File: src/rtl/snn_pkg.sv
// Shared definitions for the spiking pixel path: sizing helpers and encoder FSM states.
package snn_pkg;

  typedef enum logic [1:0] {
    IDLE = 2'd0,
    RUN  = 2'd1,
    DONE = 2'd2
  } enc_state_t;

  function automatic int max_val(input int width);
    return int'((32'd1 << width) - 32'd1);
  endfunction

  function automatic int count_w(input int width, input int height);
    return $clog2(height * max_val(width) + 32'sd1);
  endfunction

endpackage

File: src/rtl/spike_rate_gen.sv
// Single-channel rate generator: each step adds intensity v to an accumulator and
// spikes whenever the sum reaches MAX, so v spikes land in every MAX-step window.
module spike_rate_gen
  import snn_pkg::*;
#(
  parameter int WIDTH = 8
) (
  input  logic             clk,
  input  logic             rst,
  input  logic             step,
  input  logic             restart,
  input  logic             wrap,
  input  logic [WIDTH-1:0] v,
  output logic             spike
);

  localparam logic [WIDTH:0] MAX_S = (WIDTH + 1)'(max_val(WIDTH));

  logic [WIDTH-1:0] acc_q;
  logic [WIDTH-1:0] acc_d;
  logic [WIDTH-1:0] base_s;
  logic [WIDTH:0]   sum_s;

  // Spike decision and next accumulator value for the current step
  always_comb begin
    base_s = restart ? '0 : acc_q;
    sum_s  = {1'b0, base_s} + {1'b0, v};
    spike  = (sum_s >= MAX_S);
    if (!step) begin
      acc_d = acc_q;
    end else if (wrap) begin
      acc_d = '0;
    end else if (spike) begin
      acc_d = WIDTH'(sum_s - MAX_S);
    end else begin
      acc_d = sum_s[WIDTH-1:0];
    end
  end

  // Accumulator register
  always_ff @(posedge clk or negedge rst) begin
    if (!rst) begin
      acc_q <= '0;
    end else begin
      acc_q <= acc_d;
    end
  end

endmodule

File: src/rtl/pixel_spike_encoder.sv
// Serialises a column of HEIGHT pixel intensities into one rate-coded spike stream,
// one MAX-cycle window per pixel, pixel 0 first.
module pixel_spike_encoder
  import snn_pkg::*;
#(
  parameter int WIDTH  = 8,
  parameter int HEIGHT = 7
) (
  input  logic                                 clk,
  input  logic                                 rst,
  input  logic                                 load_valid,
  output logic                                 load_ready,
  input  logic [HEIGHT*WIDTH-1:0]              pixels,
  output logic                                 spike,
  output logic                                 busy,
  output logic                                 frame_done,
  output logic [count_w(WIDTH, HEIGHT)-1:0]    spike_count
);

  localparam int CNT_W = count_w(WIDTH, HEIGHT);
  localparam int PIX_W = $clog2(HEIGHT + 1);
  localparam logic [WIDTH-1:0] WIN_LAST = WIDTH'(max_val(WIDTH) - 1);
  localparam logic [PIX_W-1:0] PIX_END  = PIX_W'(HEIGHT);
  localparam logic [CNT_W-1:0] CNT_SAT  = CNT_W'(HEIGHT * max_val(WIDTH));

  enc_state_t                     state_q, state_d;
  logic [HEIGHT-1:0][WIDTH-1:0]   held_q, held_d;
  logic [PIX_W-1:0]               pix_idx_q, pix_idx_d;
  logic [WIDTH-1:0]               win_cnt_q, win_cnt_d;
  logic                           spike_q, spike_d;
  logic                           busy_q, busy_d;
  logic                           frame_done_q, frame_done_d;
  logic                           load_ready_q, load_ready_d;
  logic [CNT_W-1:0]               spike_count_q, spike_count_d;

  logic                           accept_s;
  logic                           step_s;
  logic                           wrap_s;
  logic [PIX_W-1:0]               pix_sel_s;
  logic [WIDTH-1:0]               v_s;
  logic                           gen_spike_s;

  // pix_idx/win_cnt address the next decision; the decision for (0,0) is taken on
  // the accepting edge straight from the input bus so spike is valid one cycle later.
  always_comb begin
    accept_s  = (state_q == IDLE) && load_valid && load_ready_q;
    step_s    = accept_s || ((state_q == RUN) && (pix_idx_q != PIX_END));
    wrap_s    = (win_cnt_q == WIN_LAST);
    pix_sel_s = (pix_idx_q < PIX_END) ? pix_idx_q : '0;
    v_s       = accept_s ? pixels[WIDTH-1:0] : held_q[pix_sel_s];
  end

  spike_rate_gen #(
    .WIDTH (WIDTH)
  ) u_gen (
    .clk     (clk),
    .rst     (rst),
    .step    (step_s),
    .restart (accept_s),
    .wrap    (wrap_s),
    .v       (v_s),
    .spike   (gen_spike_s)
  );

  // Next-state and registered-output logic for the frame FSM
  always_comb begin
    state_d       = state_q;
    held_d        = held_q;
    pix_idx_d     = pix_idx_q;
    win_cnt_d     = win_cnt_q;
    spike_d       = 1'b0;
    busy_d        = busy_q;
    frame_done_d  = 1'b0;
    load_ready_d  = load_ready_q;
    spike_count_d = spike_count_q;

    case (state_q)
      IDLE: begin
        if (accept_s) begin
          held_d        = pixels;
          state_d       = RUN;
          busy_d        = 1'b1;
          load_ready_d  = 1'b0;
          spike_d       = gen_spike_s;
          spike_count_d = gen_spike_s ? CNT_W'(1) : '0;
        end else begin
          busy_d       = 1'b0;
          load_ready_d = 1'b1;
        end
      end
      RUN: begin
        if (pix_idx_q == PIX_END) begin
          state_d      = DONE;
          busy_d       = 1'b0;
          frame_done_d = 1'b1;
          pix_idx_d    = '0;
          win_cnt_d    = '0;
        end else begin
          spike_d = gen_spike_s;
          if (gen_spike_s && (spike_count_q != CNT_SAT)) begin
            spike_count_d = spike_count_q + CNT_W'(1);
          end else begin
            spike_count_d = spike_count_q;
          end
        end
      end
      DONE: begin
        state_d      = IDLE;
        busy_d       = 1'b0;
        load_ready_d = 1'b1;
      end
      default: begin
        state_d      = IDLE;
        busy_d       = 1'b0;
        load_ready_d = 1'b1;
        pix_idx_d    = '0;
        win_cnt_d    = '0;
      end
    endcase

    if (step_s) begin
      if (wrap_s) begin
        win_cnt_d = '0;
        pix_idx_d = pix_idx_q + PIX_W'(1);
      end else begin
        win_cnt_d = win_cnt_q + WIDTH'(1);
      end
    end else begin
      win_cnt_d = win_cnt_d;
    end
  end

  // State and output registers
  always_ff @(posedge clk or negedge rst) begin
    if (!rst) begin
      state_q       <= IDLE;
      held_q        <= '0;
      pix_idx_q     <= '0;
      win_cnt_q     <= '0;
      spike_q       <= 1'b0;
      busy_q        <= 1'b0;
      frame_done_q  <= 1'b0;
      load_ready_q  <= 1'b1;
      spike_count_q <= '0;
    end else begin
      state_q       <= state_d;
      held_q        <= held_d;
      pix_idx_q     <= pix_idx_d;
      win_cnt_q     <= win_cnt_d;
      spike_q       <= spike_d;
      busy_q        <= busy_d;
      frame_done_q  <= frame_done_d;
      load_ready_q  <= load_ready_d;
      spike_count_q <= spike_count_d;
    end
  end

  assign load_ready  = load_ready_q;
  assign spike       = spike_q;
  assign busy        = busy_q;
  assign frame_done  = frame_done_q;
  assign spike_count = spike_count_q;

endmodule

File: config.mk
export PLATFORM = sky130hd
export DESIGN_NAME = pixel_spike_encoder
export DESIGN_NICKNAME = d
export VERILOG_FILES = /design/src/rtl/snn_pkg.sv /design/src/rtl/spike_rate_gen.sv /design/src/rtl/pixel_spike_encoder.sv
export SDC_FILE = /design/constraint.sdc
export NUM_CORES = 1
export LEC_CHECK = 0
export ABC_AREA = 1
export CELL_PAD_IN_SITES_DETAIL_PLACEMENT = 1
export CELL_PAD_IN_SITES_GLOBAL_PLACEMENT = 2
export CORE_UTILIZATION = 31
export CTS_CLUSTER_DIAMETER = 30
export CTS_CLUSTER_SIZE = 16
export DETAILED_ROUTE_END_ITERATION = 10
export GPL_TIMING_DRIVEN = 0
export PLACE_DENSITY = 0.82
export SLEW_MARGIN = 20
export SYNTH_ARGS = -nofsm -noshare
export SYNTH_HDL_FRONTEND = slang
export SYNTH_HIERARCHICAL = 1
export SYNTH_SLANG_ARGS = --single-unit
export TNS_END_PERCENT = 5
File: constraint.sdc
create_clock -name clk -period 4.4 [get_ports clk]
set_input_delay 1.1 -clock clk [delete_from_list [all_inputs] [get_ports clk]]
set_output_delay 1.1 -clock clk [all_outputs]
set_load 0.02 [all_outputs]
==> metrics.txt <==
outcome finished clean; Int Power between 1 and 1.5 mW; top cell type's share of synthesized area 0.4167; final hold slack 0.4847 ns; Hold WC Path Type flip-flop to flip-flop; Initial DRC Count approximately 230; clock-pin slew on the worst setup and hold paths 0.07 ns; syn avg cell area between 7 and 8 µm²; drt drc 0; Max Cap Viol 0; CP max FO 10; PwrDens ~240 nW/µm²; routed wire length on met3 ~600 µm; NetSw 0.3912 mW; synthesized cell area 5465 µm²; post-DP HPWL 13.12 mm; WHS Path Cells 2; largest cells by area after synthesis dfrtp_1 42%, nand2_1 18%, nand3_1 9.1%, inv_1 6.8%, o21ai_0 3.8%; HP Start held_q[50]$_DFFE_PN0P_; number of fill cells 2107; vias in the first global route 5632; htree depth 3; Post-synth ARST share 1.000; hold buffer count at cts 0; GRT Residual Overflow 0; placed cells around 1100; Sw Ratio 0.2343; Synth area leader dfrtp_1; Buf/Inv on CP 7; fmax 240.4 MHz; register share of total power 0.506; syn nets 832; vias per std cell 4.875; unrepaired setup endpoints after global routing no; r2r worst-path depth 25; clock tree buffer depth 2; largest family of logic cells by synthesized area simple AND/OR/NAND/NOR gates; Synth Instances about 760; Fin. Hold Viols 0; top-count cell post-synth nand2_1; clk_skew 0.008306 ns; fin. max-slew vios 0; Yosys reg bits a little over 90; peak supply drop 0.1751 mV; Post-Synth Adder-Cell Area 0.04029; CP Launch Type input port; Clk pwr share 0.449; critical-path cell list clkdlybuf4s50_1, nand2_1, inv_2, nand2_4, buf_12, buf_6, nand3_1, nand2_1, ha_2, inv_1, fa_2, inv_2, nand2_1, nor2_4, nand3_2, nor2_2, nand3_2, nand3_4, nand3_2, nand2_4, nand2_4, buf_6, nand3_1, o21ai_1; Post-Layout Cell Count 1087; Nets 934; Layout area overhead 29.83%; I/O Pins 74; Die Ht around 130 µm; post-synthesis compound-gate area fraction 0.07097; critical path's largest stage delay ~0.46 ns; wire per inst 16.13 µm; total track usage 0.2086; Post-synth EDFFs 0; die area 18160 µm²; simple-gate area share of the yosys netlist 0.3553; # clock sinks 92; WHS Endpoint held_q[50]$_DFFE_PN0P_; CTS root buf clkbuf_16; worst flop-to-flop path startpoint pix_idx_q[2]$_DFF_PN0_; reg-to-reg slack, setup 0.66 ns; TritonCTS Buffers 9; largest net degree at the start of global routing 56; fraction of layout cells with a size suffix above 1 0.1404; clk_lat worst skew ~0.36 ns; Core Rows 48; met1 wire length around 7.9 mm; cell family with most CP delay simple AND/OR/NAND/NOR gates; Unique masters post-synth 36; Post-Route WL 17.54 mm; CTS tree built; Max Used Layer met4; critical path class input port to flip-flop; IO buf count 73; Core ar. ~17000 µm²; mux cell area share after synthesis 0; ANT cells 0; most frequent cells after synthesis 260 x nand2_1, 99 x inv_1, 99 x nand3_1; Comb power frac 0.045; die width 134.8 µm; gpl congestion 0.8254; Worst Setup End Kind flip-flop; Initial Util 0.3171; CP required around 4.6 ns; first-pass GRT wire length 28.88 mm; DR pass1 iterations 4; final core utilization 0.4117; Critical-path top delay cell clkdlybuf4s50_1; Tmin final 4.160 ns; Reg2Reg Capture Point spike_count[3]$_DFFE_PN0P_; Tightest Pin Transition 0.5661 ns; top_reg_cell synth dfrtp_1; met2 wire len 8.602 mm; sequential share of the synthesized area 0.4215; Ys Warns 6; Vias 5299; antenna violations before repair 0; period utilization 0.9453; xor and xnor area share after synthesis 0.01282; relative slew slack 0.6212; Crit path arrival time 4.40 ns; Leak Pwr 3.535 nW; Post-DRT Antenna Nets 0; Final setup viols 0
==> layout by cell type, fill, tap and decap left out, types with 6 or more instances in the layout <==
| master | Yosys | final |
|---|---|---|
| inv_1 | 99 | 95 |
| or2_2 | 8 | 8 |
| nand3_2 | 7 | 6 |
| buf_2 | 19 | 16 |
| nor2_1 | 28 | 25 |
| o21ai_0 | 41 | 41 |
| nand4_1 | 7 | 7 |
| nand2_2 | 12 | 12 |
| clkdlybuf4s50_1 | 0 | 72 |
| buf_4 | 4 | 22 |
| nand3_1 | 99 | 96 |
| ha_1 | 16 | 10 |
| o21ai_1 | 12 | 12 |
| clkbuf_16 | 0 | 9 |
| dfrtp_1 | 91 | 91 |
| a21oi_1 | 9 | 8 |
| nand2_1 | 260 | 257 |
| nand3b_1 | 10 | 10 |
| inv_2 | 4 | 7 |
==> tightest hold or removal path, cell delays in order, from the launching register on <==
cell     delay (ns)
dfrtp_1        0.34
nand2_1        0.06
nand2_1        0.05
==> cells by family after synthesis <==
kind of cell | count (synthesis)
adder cells (fa/ha/maj) | 17
AO/OA/AOI/OAI | 71
flip-flops | 92
buffers and inverters | 130
AND/OR/NAND/NOR | 438
XOR/XNOR | 8
==> metal layers <==
layer,track usage,vias to the layer above
met1,0.2659,2602
li1,-,2586
met5,0,-
met4,0.07428,0
met2,0.3560,87
met3,0.03378,24
==> layout make-up <==
type | instances | area (µm²) | area share
well taps | 225 | 281.5 | 0.03968
inverters | 103 | 389.1 | 0.05484
multi-input cells | 534 | 2776 | 0.3913
repair buffers | 93 | 905.9 | 0.1277
plain buffers | 25 | 167.7 | 0.02363
clock buffers | 9 | 225.2 | 0.03174
flip-flops and latches | 92 | 2303 | 0.3246
clock inverters | 6 | 46.29 | 0.006524
==> power by group through the flow <==
| stage | combinational [mW] | clock (mW) | sequential [mW] |
|---|---|---|---|
| final | 0.0751 | 0.750 | 0.845 |
| after global routing | 0.0822 | 0.804 | 0.845 |
| after CTS | 0.0769 | 0.775 | 0.845 |
| after detailed placement | 0.0761 | 0 | 0.862 |
| after global placement | 0.0714 | 0 | 0.862 |
| after floorplan | 0.000437 | 0 | 0.862 |
==> state kept, by name, indices dropped and copies added, names as in the netlist <==
signal and flops:
load_ready 1, held_q 56, spike_count 11, win_cnt_q 8
u_gen/acc_q 8, spike 1, busy 1, frame_done 1
state_q 2, pix_idx_q 3
==> per-stage QoR <==
step / total power [mW] / TNS [ns] / setup WS (ns) / cell area [µm²]
3_3_place_gp: 0.9333 / -139.43 / -1.359 / 6477
5_1_grt: 1.731 / 0 / 0.01429 / 7096
6_report: 1.670 / 0 / 0.2405 / 7096
3_5_place_dp: 0.9376 / -17.64 / -1.138 / 6506
4_1_cts: 1.697 / 0 / 0.01250 / 6929
2_1_floorplan: 0.8622 / 0 / 0.1744 / 5465
==> how the worst max path moves through the flow <==
stage	start	endpoint	slack, ns	cells after the start
finish	load_valid	spike_count[3]$_DFFE_PN0P_	0.24	24
global route	load_valid	spike_count[6]$_DFFE_PN0P_	0.01	24
CTS	load_valid	spike_count[3]$_DFFE_PN0P_	0.01	26
detailed placement	load_valid	spike_count[10]$_DFFE_PN0P_	-1.14	26
global placement	rst	spike_count[3]$_DFFE_PN0P_	-1.36	1
floorplan	load_valid	spike_count[6]$_DFFE_PN0P_	0.17	25
==> repair_timing <==
| item | 4_1_cts | 5_1_grt |
|---|---|---|
| pin swaps | 4 | 7 |
| gates cloned | 0 | 1 |
| setup endpoints to repair | 19 | 13 |
| setup buffers | 10 | 8 |
| resized for setup | 23 | 21 |
Power figures use the tool's default switching activity.
